## src/rtl/bird_pkg.sv

```systemverilog
// Shared definitions for the bird control FSM and its datapath.
package bird_pkg;

    localparam logic [3:0] PREHOLD    = 4'b0100;
    localparam logic [3:0] HOLD       = 4'b0000;
    localparam logic [3:0] CLEAR      = 4'b0001;
    localparam logic [3:0] UP_RIGHT   = 4'b0011;
    localparam logic [3:0] UP_LEFT    = 4'b0010;
    localparam logic [3:0] DOWN_RIGHT = 4'b0110;
    localparam logic [3:0] DOWN_LEFT  = 4'b0111;
    localparam logic [3:0] DRAW       = 4'b0101;
    localparam logic [3:0] SHOT       = 4'b1000;
    localparam logic [3:0] ESCAPE     = 4'b1001;

    typedef enum logic [1:0] {
        NORMAL   = 2'd0,
        FALLING  = 2'd1,
        ESCAPING = 2'd2
    } mode_t;

    function automatic logic is_draw_state(input logic [3:0] s);
        return (s == CLEAR) || (s == DRAW);
    endfunction

endpackage

```

## src/rtl/sprite_sweeper.sv

```systemverilog
// Walks the sprite rectangle row-major, one registered pixel per cycle after start.
module sprite_sweeper #(
    parameter int SPRITE_W = 8,
    parameter int SPRITE_H = 8
) (
    input  logic       clk,
    input  logic       reset,
    input  logic       start,
    input  logic       enable,
    input  logic [7:0] base_x,
    input  logic [6:0] base_y,
    input  logic [2:0] colour_in,
    output logic [7:0] x,
    output logic [6:0] y,
    output logic [2:0] colour,
    output logic       plot,
    output logic       done
);
    localparam int N    = SPRITE_W * SPRITE_H;
    localparam int CW   = $clog2(N + 1);
    localparam int COLW = $clog2(SPRITE_W + 1);
    localparam int ROWW = $clog2(SPRITE_H + 1);

    logic [CW-1:0]   cnt, cnt_next;
    logic [COLW-1:0] col, cur_col, nxt_col;
    logic [ROWW-1:0] row, cur_row, nxt_row;
    logic            emit;

    assign emit = start || (enable && (cnt < CW'(N)));

    always_comb begin
        cur_col  = start ? '0 : col;
        cur_row  = start ? '0 : row;
        nxt_col  = cur_col + 1'b1;
        nxt_row  = cur_row;
        cnt_next = start ? CW'(1) : cnt + 1'b1;
        if (cur_col == COLW'(SPRITE_W - 1)) begin
            nxt_col = '0;
            nxt_row = cur_row + 1'b1;
        end
    end

    always_ff @(posedge clk) begin
        if (reset) begin
            cnt    <= '0;
            col    <= '0;
            row    <= '0;
            x      <= '0;
            y      <= '0;
            colour <= '0;
            plot   <= 1'b0;
            done   <= 1'b0;
        end else if (emit) begin
            x      <= base_x + 8'(cur_col);
            y      <= base_y + 7'(cur_row);
            colour <= colour_in;
            plot   <= 1'b1;
            col    <= nxt_col;
            row    <= nxt_row;
            cnt    <= cnt_next;
            done   <= (cnt_next == CW'(N));
        end else begin
            // Finished sweep keeps done while the draw state is held.
            plot <= 1'b0;
            if (!enable) done <= 1'b0;
        end
    end

endmodule

```

## src/rtl/bird_datapath.sv

```systemverilog
// Bird datapath: position and flight mode, sprite sweep to the plotter, scoring pulses.
module bird_datapath
    import bird_pkg::*;
#(
    parameter int          SPRITE_W    = 8,
    parameter int          SPRITE_H    = 8,
    parameter int          SCREEN_W    = 160,
    parameter int          SCREEN_H    = 120,
    parameter int          START_X     = 76,
    parameter int          START_Y     = 100,
    parameter int          STEP        = 1,
    parameter int          FALL_STEP   = 2,
    parameter logic [2:0]  BG_COLOUR   = 3'b011,
    parameter logic [2:0]  BIRD_COLOUR = 3'b000,
    parameter logic [2:0]  SHOT_COLOUR = 3'b100
) (
    input  logic       clk,
    input  logic       reset,
    input  logic [3:0] state,
    output logic [7:0] x,
    output logic [6:0] y,
    output logic [2:0] colour,
    output logic       plot,
    output logic       done_drawing,
    output logic       flying,
    output logic [7:0] bird_x,
    output logic [6:0] bird_y,
    output logic       hit_pulse,
    output logic       escape_pulse
);
    localparam logic [7:0] X_MAX  = 8'(SCREEN_W - SPRITE_W);
    localparam logic [6:0] Y_MAX  = 7'(SCREEN_H - SPRITE_H);
    localparam logic [7:0] STEP_X = 8'(STEP);
    localparam logic [6:0] STEP_Y = 7'(STEP);
    localparam logic [6:0] FALL   = 7'(FALL_STEP);

    logic [3:0] prev_state;
    mode_t      mode, mode_next;
    logic [7:0] bx_next;
    logic [6:0] by_next;
    logic       hit_next, esc_next;
    logic       in_draw, start, done_r, auto_move;
    logic [2:0] pix_colour;

    assign in_draw      = is_draw_state(state);
    assign start        = in_draw && (state != prev_state);
    // Masked on a state's first cycle so a done left over from CLEAR never leaks into DRAW.
    assign done_drawing = done_r && (state == prev_state);
    assign auto_move    = (state == CLEAR) && done_drawing && (mode != NORMAL);
    assign pix_colour   = (state == CLEAR)  ? BG_COLOUR :
                          (mode == FALLING) ? SHOT_COLOUR : BIRD_COLOUR;

    always_comb begin
        bx_next   = bird_x;
        by_next   = bird_y;
        mode_next = mode;
        hit_next  = 1'b0;
        esc_next  = 1'b0;
        case (state)
            UP_RIGHT, UP_LEFT, DOWN_RIGHT, DOWN_LEFT: begin
                if (mode == NORMAL) begin
                    if (state == UP_RIGHT || state == DOWN_RIGHT)
                        bx_next = (bird_x >= X_MAX - STEP_X) ? X_MAX : bird_x + STEP_X;
                    else
                        bx_next = (bird_x <= STEP_X) ? 8'd0 : bird_x - STEP_X;
                    if (state == UP_RIGHT || state == UP_LEFT)
                        by_next = (bird_y <= STEP_Y) ? 7'd0 : bird_y - STEP_Y;
                    else
                        by_next = (bird_y >= Y_MAX - STEP_Y) ? Y_MAX : bird_y + STEP_Y;
                end
            end
            SHOT:   if (mode == NORMAL) mode_next = FALLING;
            ESCAPE: if (mode == NORMAL) mode_next = ESCAPING;
            CLEAR: begin
                if (auto_move) begin
                    if (mode == FALLING) begin
                        if (bird_y >= Y_MAX - FALL) hit_next = 1'b1;
                        else                        by_next  = bird_y + FALL;
                    end else begin
                        if (bird_y <= FALL) esc_next = 1'b1;
                        else                by_next  = bird_y - FALL;
                    end
                    if (hit_next || esc_next) begin
                        bx_next   = 8'(START_X);
                        by_next   = 7'(START_Y);
                        mode_next = NORMAL;
                    end
                end
            end
            default: ;
        endcase
    end

    always_ff @(posedge clk) begin
        if (reset) begin
            prev_state   <= PREHOLD;
            mode         <= NORMAL;
            flying       <= 1'b0;
            bird_x       <= 8'(START_X);
            bird_y       <= 7'(START_Y);
            hit_pulse    <= 1'b0;
            escape_pulse <= 1'b0;
        end else begin
            prev_state   <= state;
            mode         <= mode_next;
            flying       <= (mode_next != NORMAL);
            bird_x       <= bx_next;
            bird_y       <= by_next;
            hit_pulse    <= hit_next;
            escape_pulse <= esc_next;
        end
    end

    sprite_sweeper #(
        .SPRITE_W (SPRITE_W),
        .SPRITE_H (SPRITE_H)
    ) u_sweeper (
        .clk       (clk),
        .reset     (reset),
        .start     (start),
        .enable    (in_draw),
        .base_x    (bird_x),
        .base_y    (bird_y),
        .colour_in (pix_colour),
        .x         (x),
        .y         (y),
        .colour    (colour),
        .plot      (plot),
        .done      (done_r)
    );

endmodule
```

## config.mk

```make
export PLATFORM = sky130hd
export DESIGN_NAME = bird_datapath
export DESIGN_NICKNAME = d
export VERILOG_FILES = /design/src/rtl/bird_pkg.sv /design/src/rtl/sprite_sweeper.sv /design/src/rtl/bird_datapath.sv
export SDC_FILE = /design/constraint.sdc
export NUM_CORES = 1
export LEC_CHECK = 0
export ABC_AREA = 1
export CORE_MARGIN = 1.5
export CORE_UTILIZATION = 45
export DETAILED_ROUTE_END_ITERATION = 6
export PLACE_DENSITY = 0.66
export SLEW_MARGIN = 20
export SYNTH_ARGS = -nofsm -noshare
export SYNTH_HDL_FRONTEND = slang
export SYNTH_SLANG_ARGS = --single-unit
```

## constraint.sdc

```tcl
create_clock -name clk -period 3.7 [get_ports clk]
set_clock_uncertainty 0.15 [all_clocks]
set_input_delay 0.74 -clock clk [delete_from_list [all_inputs] [get_ports clk]]
set_output_delay 0.74 -clock clk [all_outputs]
set_load 0.01 [all_outputs]
```

==> reports/qor.yml, run 1 <==
vias_per_cell: 5.283
nFillCells: 850
synth_seq_cells: 58
report.final.slew_viol_count: 0
grt.overflow.total: 0
post_drt_wl_per_cell_um: 14.12
grt_usage_pct: 23.20
yosys-top-cells-area: "dfxtp_1 (30%), nand2_1 (10%), inv_1 (6.8%), ha_1 (6.7%), o21ai_0 (6.3%)"
drtIter0Drc: 194
grt_pass1_wl_mm: 16.58
r2r_cells: 11
setup_ws_ps: 307.3
finalSetupTns_ps: 0
syn_area_per_cell_um2: 6.872
core_area_mm2: 0.008299
hold-worst-slack_ps: 330.4
htreeDepth: 3
path_depth: 8
min_from: "u_sweeper.cnt[6]"
peakVddDrop_mv: 0.1411
fin_nets: 638
async_reset_ff_share_pct: 0
crit_path_end_kind: "output pin"
cellLeakagePower_nw: 2.138
cts_made_buffers: 9
multiInputGateArea_mm2: 0.002332
r2r-end: "bird_y[5]"
clockBufferDepth: 2
path_cells: "clkdlybuf4s50_1 -> inv_2 -> nand2_1 -> nand2_1 -> nor2_2 -> nand2_4 -> nor2_2 -> clkdlybuf4s50_1"
postRouteAntennaNets: 0
synth-warning-count: 0
preCtsSetupSlack_ps: 276.3
antenna_found_initial: 0
rsz0062_at_grt: "no"
yosysSeqAreaShare_pct: 29.80
die_w_um: 96.05
drt_wl_total_mm: 10.17
synth_top_area_share_pct: 29.80
area_growth_pct: 18.11
post_cts_buffers: 0
cts_hold_buf: 0
dieArea_mm2: 0.009226
rr_startpoint: "bird_y[1]"
cts_tree: "yes"
netlist_area_mm2: 0.003896
tightest_slew_ps: 572.0
cp-startpoint: "state[2]"
seq_area_mm2: 0.001161
path_clk_slew_ps: 60
relSlewSlack_pct: 61.82
globalplace.congestion: 0.9370
critical-path-top-delay-family: "buffers and inverters"
maxCapViolations: 0
synth_nets: 595
period_share_pct: 91.69
endpoint: "done_drawing"
critPathRequiredTime_ps: 2810
ios: 44
cp-start-kind: "input port"
max_stage_delay_ps: 600
hp-class: "flop to flop"
synth_flop_cell: "dfxtp_1"
rows: 33
start_util_pct: 46.95
final_cells: 720
finalSetupViolations: 0
cpMaxStageDelayCell: "clkdlybuf4s50_1"
io_buffer_count: 43
firstDrtPassIters: 5
drt-met1-wl_mm: 4.525
clock-root-buffer: "clkbuf_8"
vias: 3804
p_per_area_mw_per_mm2: 344.8
clock_latency_ps: 340
synth_edf_count: 0
synth_most_common_cell: "nand2_1"
synth_cells: 567
critPathKind: "input port to output pin"
grt_pass1_vias: 3562
hpwlAfterDp_mm: 7.424
ys_types: 42
cp_max_fo: 7
max_freq_mhz: 294.8
cts_num_sinks: 58
yosysTopAreaCell: "dfxtp_1"
fin_crit_ps: 3393
drcViolationCount: 0
fp.dieH_um: 96.05
path_buf_inv: 3
hold_viol_final: 0
postCtsResizedCells: 0
ys_top_cells_by_count: "nand2_1 (104), inv_1 (71), nor2_1 (62)"
route.met2.wl_mm: 4.921
antennaDiodeCount: 0
cp.arrival_ps: 2500
status: "completed"
grt_max_degree: 23
top_layer: "met4"
wl_met3_um: 515
drive_gt1_share_pct: 9.431
reg2reg_slack_ps: 1030
dp_cells: 704
power by group:
| group | total (mW) | leakage, nW | switching, mW | internal [mW] |
|---|---|---|---|---|
| sequential | 0.710 | 0.475 | 0.0484 | 0.661 |
| clock | 0.540 | 0.0924 | 0.262 | 0.279 |
| combinational | 0.336 | 1.57 | 0.197 | 0.140 |
cells by family (layout without fill, tap and decap cells):
| group | after synthesis | count (layout) | share of synthesized area (%) |
|---|---|---|---|
| xor gates and xnor gates | 28 | 28 | 6.294 |
| AOI/OAI and AO/OA | 119 | 119 | 17.05 |
| adders and majority gates | 22 | 22 | 7.258 |
| buffers and inverters | 99 | 147 | 10.34 |
| and+or+nand+nor | 241 | 241 | 29.25 |
| DFF | 58 | 58 | 29.80 |
area by class of cell:
type / instances / area share, %
tap: 105 / 2.855
sequential: 58 / 25.23
clock inverter: 4 / 0.5710
inverter: 80 / 6.634
timing repair buffer: 51 / 10.66
clock buffer: 12 / 3.371
multi-input combinational: 410 / 50.68
layout by cell type (no fill, tap or decap), types with 2 or more instances in the layout:
cell,count
o221ai_1,2
o31ai_1,5
nand2_4,5
a211oi_1,2
nor2_8,2
o21ai_1,2
o22ai_1,2
nor2_4,2
nor2_2,4
nor4_1,2
nand3_1,37
ha_1,21
clkinv_2,2
nor2_1,62
clkinv_4,2
buf_4,8
clkbuf_8,11
nor3_1,6
o211ai_1,11
a31oi_1,3
a21oi_1,40
inv_1,71
xnor2_1,4
o21ai_0,49
nand4_1,3
dfxtp_1,58
nand2_1,104
xor2_1,24
clkdlybuf4s50_1,43
nand2_2,6
and2_1,2
inv_2,8
per-layer routing:
layer  track usage, %  vias up
met3            3.476       19
met5                0        -
met2            39.85      112
met4            9.559        0
li1                 -     1934
met1            28.80     1739
per-stage QoR:
step           util, %  power, mW  instance area, um^2
2_1_floorplan        -     0.9360                 3896
3_3_place_gp     53.26      1.053                 4420
3_5_place_dp     53.26      1.057                 4420
4_1_cts          55.45      1.596                 4602
5_1_grt          55.45      1.676                 4602
6_report         55.45      1.587                 4602
sequential cells by signal, indices dropped and copies added (netlist names), 2 cells and up:
register          count
bird_x                8
u_sweeper.x           8
bird_y                7
u_sweeper.cnt         7
u_sweeper.y           7
prev_state            4
u_sweeper.col         4
u_sweeper.row         4
mode                  2
u_sweeper.colour      2
worst register-to-register path: cells and delay by family, from the launching register on:
kind	cells	cell delay (ps)
flops	1	640
compound gates	4	700
simple gates	3	280
fa+ha+maj	1	280
buf+inv	3	530
worst min path at each step:
stage	to	slack, ps	depth (start not counted)
final	u_sweeper.cnt[6]	330	2
after global routing	u_sweeper.cnt[6]	360	2
after CTS	u_sweeper.cnt[6]	330	2
after detailed placement	u_sweeper.cnt[6]	320	2
after global placement	u_sweeper.colour[1]	310	2
after floorplan	u_sweeper.cnt[6]	290	2
Note: power is estimated with default switching activity, not from simulation.
==> run 2, diff against run 1 <==
Settings changed: GPL_ROUTABILITY_DRIVEN from default to 0, SYNTH_HIERARCHICAL from default to 1.
Clock period 3.7 ns to 3.87 ns, I/O delays scaled along.
==> run 2 against run 1 <==
Effect of this change:
- synthesized cell count is 19% higher
- area after synthesis increased by 9.5%
- global-route usage decreased by 0.69 points
- first-iteration DRC count shrank 3.6%
- critical path depth is 9 higher
- setup slack improved by 29 ps
- cell area increased by 8.1%
- routed wire length up 7.5%
- cell count up 15%
- non-clock buffer count shrank 2
- flip-flop and latch count grew 1
- register-to-register slack better by 40 ps
- critical path type is now input port to flop
==> reports/qor.yml, run 2 <==
nFillCells: 914  # was 850
cp-start-kind: "input port"  # unchanged
path_buf_inv: 5  # was 3
critical-path-top-delay-family: "simple AND/OR/NAND/NOR gates"  # was buffers and inverters
p_int_mw: 1.158  # was 1.080 mW
tightest_slew_ps: 584.8  # was 572.0 ps
fin_crit_ps: 3534
switching_share_pct: 31.41  # was 31.95%
synth_cells: 672  # was 567
clkPwrFrac_pct: 38.0  # was 34.1%
max_freq_mhz: 283.0
firstDrtPassIters: 5  # unchanged
synth_nets: 701  # was 595
core_area_mm2: 0.009196  # was 0.008299 mm^2
cts_tree: "yes"  # unchanged
synth_flop_cell: "dfxtp_1"  # unchanged
antenna_found_initial: 0  # unchanged
final_cells: 829  # was 720
clock_latency_ps: 340  # about the same
rows: 35  # was 33
finalSetupTns_ps: 0  # unchanged
clock-root-buffer: "clkbuf_8"  # unchanged
start_util_pct: 46.38  # was 46.95%
cellLeakagePower_nw: 2.364  # was 2.138 nW
post_cts_buffers: 0  # unchanged
hp-class: "flop to flop"  # unchanged
cpMaxStageDelayCell: "clkdlybuf4s50_1"  # unchanged
maxCapViolations: 0  # unchanged
p_sw_mw: 0.5302  # was 0.5069 mW
die_w_um: 100.4  # was 96.05 um
grt_pass1_vias: 3957  # was 3562
vias: 4372  # was 3804
io_buffer_count: 43  # unchanged
finalSetupViolations: 0  # unchanged
fp.dieH_um: 100.4  # was 96.05 um
max_stage_delay_ps: 560  # was 600 ps
postRouteAntennaNets: 0  # unchanged
yosysTopAreaCell: "dfxtp_1"  # unchanged
critPathRequiredTime_ps: 4010  # was 2810 ps
hpwlAfterDp_mm: 7.851  # was 7.424 mm
yosys-top-cells-area: "dfxtp_1 (28%), nand2_1 (15%), nor2_1 (8.2%), nand3_1 (7.5%), inv_1 (7.1%)"  # was dfxtp_1 (30%), nand2_1 (10%), inv_1 (6.8%), ha_1 (6.7%), o21ai_0 (6.3%)
syn_area_per_cell_um2: 6.347  # was 6.872 um^2
post_drt_wl_per_cell_um: 13.18  # was 14.12 um
drt_wl_total_mm: 10.93  # was 10.17 mm
report.final.slew_viol_count: 0  # unchanged
postCtsResizedCells: 0  # unchanged
grt_pass1_wl_mm: 18.17  # was 16.58 mm
ys_types: 45  # was 42
vias_per_cell: 5.274  # was 5.283
yosysSeqAreaShare_pct: 27.69  # was 29.80%
dp_cells: 813  # was 704
fin_nets: 742  # was 638
period_share_pct: 91.32
peakVddDrop_mv: 0.1897  # was 0.1411 mV
synth-warning-count: 6  # was 0
synth_edf_count: 0  # unchanged
grt_usage_pct: 22.51  # was 23.20%
htreeDepth: 3  # unchanged
grt.overflow.total: 0  # unchanged
crit_path_end_kind: "flop"  # was output pin
p_comb_share_pct: 20.6  # was 21.2%
status: "completed"  # unchanged
p_seq_share_pct: 41.4  # was 44.7%
synth_seq_cells: 59  # was 58
async_reset_ff_share_pct: 0  # unchanged
drcViolationCount: 0  # unchanged
netlist_area_mm2: 0.004265  # was 0.003896 mm^2
critPathKind: "input port to flop"  # was input port to output pin
path_cells: "clkdlybuf4s50_1 -> inv_1 -> nand2_1 -> nand2_1 -> nor2_1 -> a21boi_1 -> buf_4 -> nor2_8 -> ha_1 -> inv_1 -> fa_1 -> nor2_1 -> nor2_1 -> or2_2 -> nand3_1 -> nand3_1 -> inv_1"  # was clkdlybuf4s50_1 -> inv_2 -> nand2_1 -> nand2_1 -> nor2_2 -> nand2_4 -> nor2_2 -> clkdlybuf4s50_1
drive_gt1_share_pct: 8.635  # was 9.431%
area_growth_pct: 16.63  # was 18.11%
p_per_area_mw_per_mm2: 339.3  # was 344.8 mW/mm^2
hold_viol_final: 0  # unchanged
cp.arrival_ps: 3670  # was 2500 ps
final_cell_mix: "nand2_1 (169), nor2_1 (93), inv_1 (81), nand3_1 (64), dfxtp_1 (59)"  # was nand2_1 (104), inv_1 (71), nor2_1 (62), dfxtp_1 (58), o21ai_0 (49)
path_clk_slew_ps: 80  # was 60 ps
ios: 44  # unchanged
cts_hold_buf: 0  # unchanged
final_common_cell: "nand2_1"  # unchanged
cp_max_fo: 11  # was 7
cts_made_buffers: 9  # unchanged
grt_max_degree: 28  # was 23
relSlewSlack_pct: 60.97  # was 61.82%
drtIter0Drc: 187  # was 194
cts_num_sinks: 59  # was 58
ys_top_cells_by_count: "nand2_1 (169), nor2_1 (93), inv_1 (81)"  # was nand2_1 (104), inv_1 (71), nor2_1 (62)
synth_most_common_cell: "nand2_1"  # unchanged
dieArea_mm2: 0.01007  # was 0.009226 mm^2
top_regs: "bird_x (8), u_sweeper/x (8)"  # was bird_x (8), u_sweeper.x (8)
clockBufferDepth: 2  # unchanged
antennaDiodeCount: 0  # unchanged
rsz0062_at_grt: "no"  # unchanged
synth_top_area_share_pct: 27.69  # was 29.80%
## run 2: cell count changes after synthesis, moves of 10 or more
cell,previous run,this run
a21oi_1,40,25
inv_1,71,81
nand2_1,104,169
nand3_1,37,64
nand4_1,3,19
nor2_1,62,93
xor2_1,24,12
## run 2: final cells by class
class	count	area, um^2	share of cell area [%]
Clock inverter	7	100.1	2.012
Multi-Input combinational cell	502	2608	52.41
Timing Repair Buffer	49	475.5	9.557
Inverter	92	347.8	6.992
Tap cell	111	138.9	2.792
Clock buffer	9	123.9	2.490
Sequential cell	59	1181	23.74
## run 2: worst paths after layout
path,startpoint,endpoint,slack [ps],depth (start not counted)
worst max-delay path,state[2],u_sweeper/x[4],340,17
worst min register to register,u_sweeper/col[0],u_sweeper/col[0],330,1
worst min-delay path,u_sweeper/col[0],u_sweeper/col[0],330,1
worst max register to register,prev_state[2],u_sweeper/x[4],1070,16
## run 2: logic make-up after synthesis
| logic type | Yosys count | share of synthesized area (%) |
|---|---|---|
| AO/OA/AOI/OAI | 84 | 11.18 |
| buffers and inverters | 111 | 11.18 |
| AND/OR/NAND/NOR | 380 | 39.78 |
| XOR/XNOR | 15 | 3.080 |
| flip-flops | 59 | 27.69 |
| adder cells (fa/ha/maj) | 23 | 7.099 |
## run 2: power groups by stage
stage | combinational [mW] | clock [mW] | sequential (mW)
global placement | 0.341 | 0 | 0.711
CTS | 0.348 | 0.656 | 0.698
finish | 0.349 | 0.641 | 0.698
global route | 0.391 | 0.687 | 0.704
detailed placement | 0.345 | 0 | 0.711
floorplan | 0.234 | 0 | 0.702
## run 2: per-layer routing
metal / track usage, % / vias up / routed length (um)
met2: 38.30 / 146 / 5147
li1: - / 2236 / -
met5: 0 / - / 0
met1: 28.50 / 1972 / 4935
met3: 4.387 / 18 / 656
met4: 7.584 / 0 / 187
## run 2: stage by stage
stage | util (%) | setup slack [ps] | total power [mW] | area (um^2) | hold slack (ps)
after floorplan | - | 826.0 | 0.9364 | 4265 | 291.1
after CTS | 54.10 | 414.3 | 1.701 | 4975 | 330.6
after detailed placement | 51.66 | 98.23 | 1.057 | 4751 | 312.2
after global routing | 54.10 | 96.66 | 1.782 | 4975 | 361.7
after global placement | 51.66 | 195.5 | 1.052 | 4751 | 308.6
final | 54.10 | 336.0 | 1.688 | 4975 | 334.2
==> run 3, diff against run 2 <==
Settings changed: SLEW_MARGIN 20 to default.
==> results of run 3 <==
The final DEF is identical to that of run 2; final timing and power are the same.
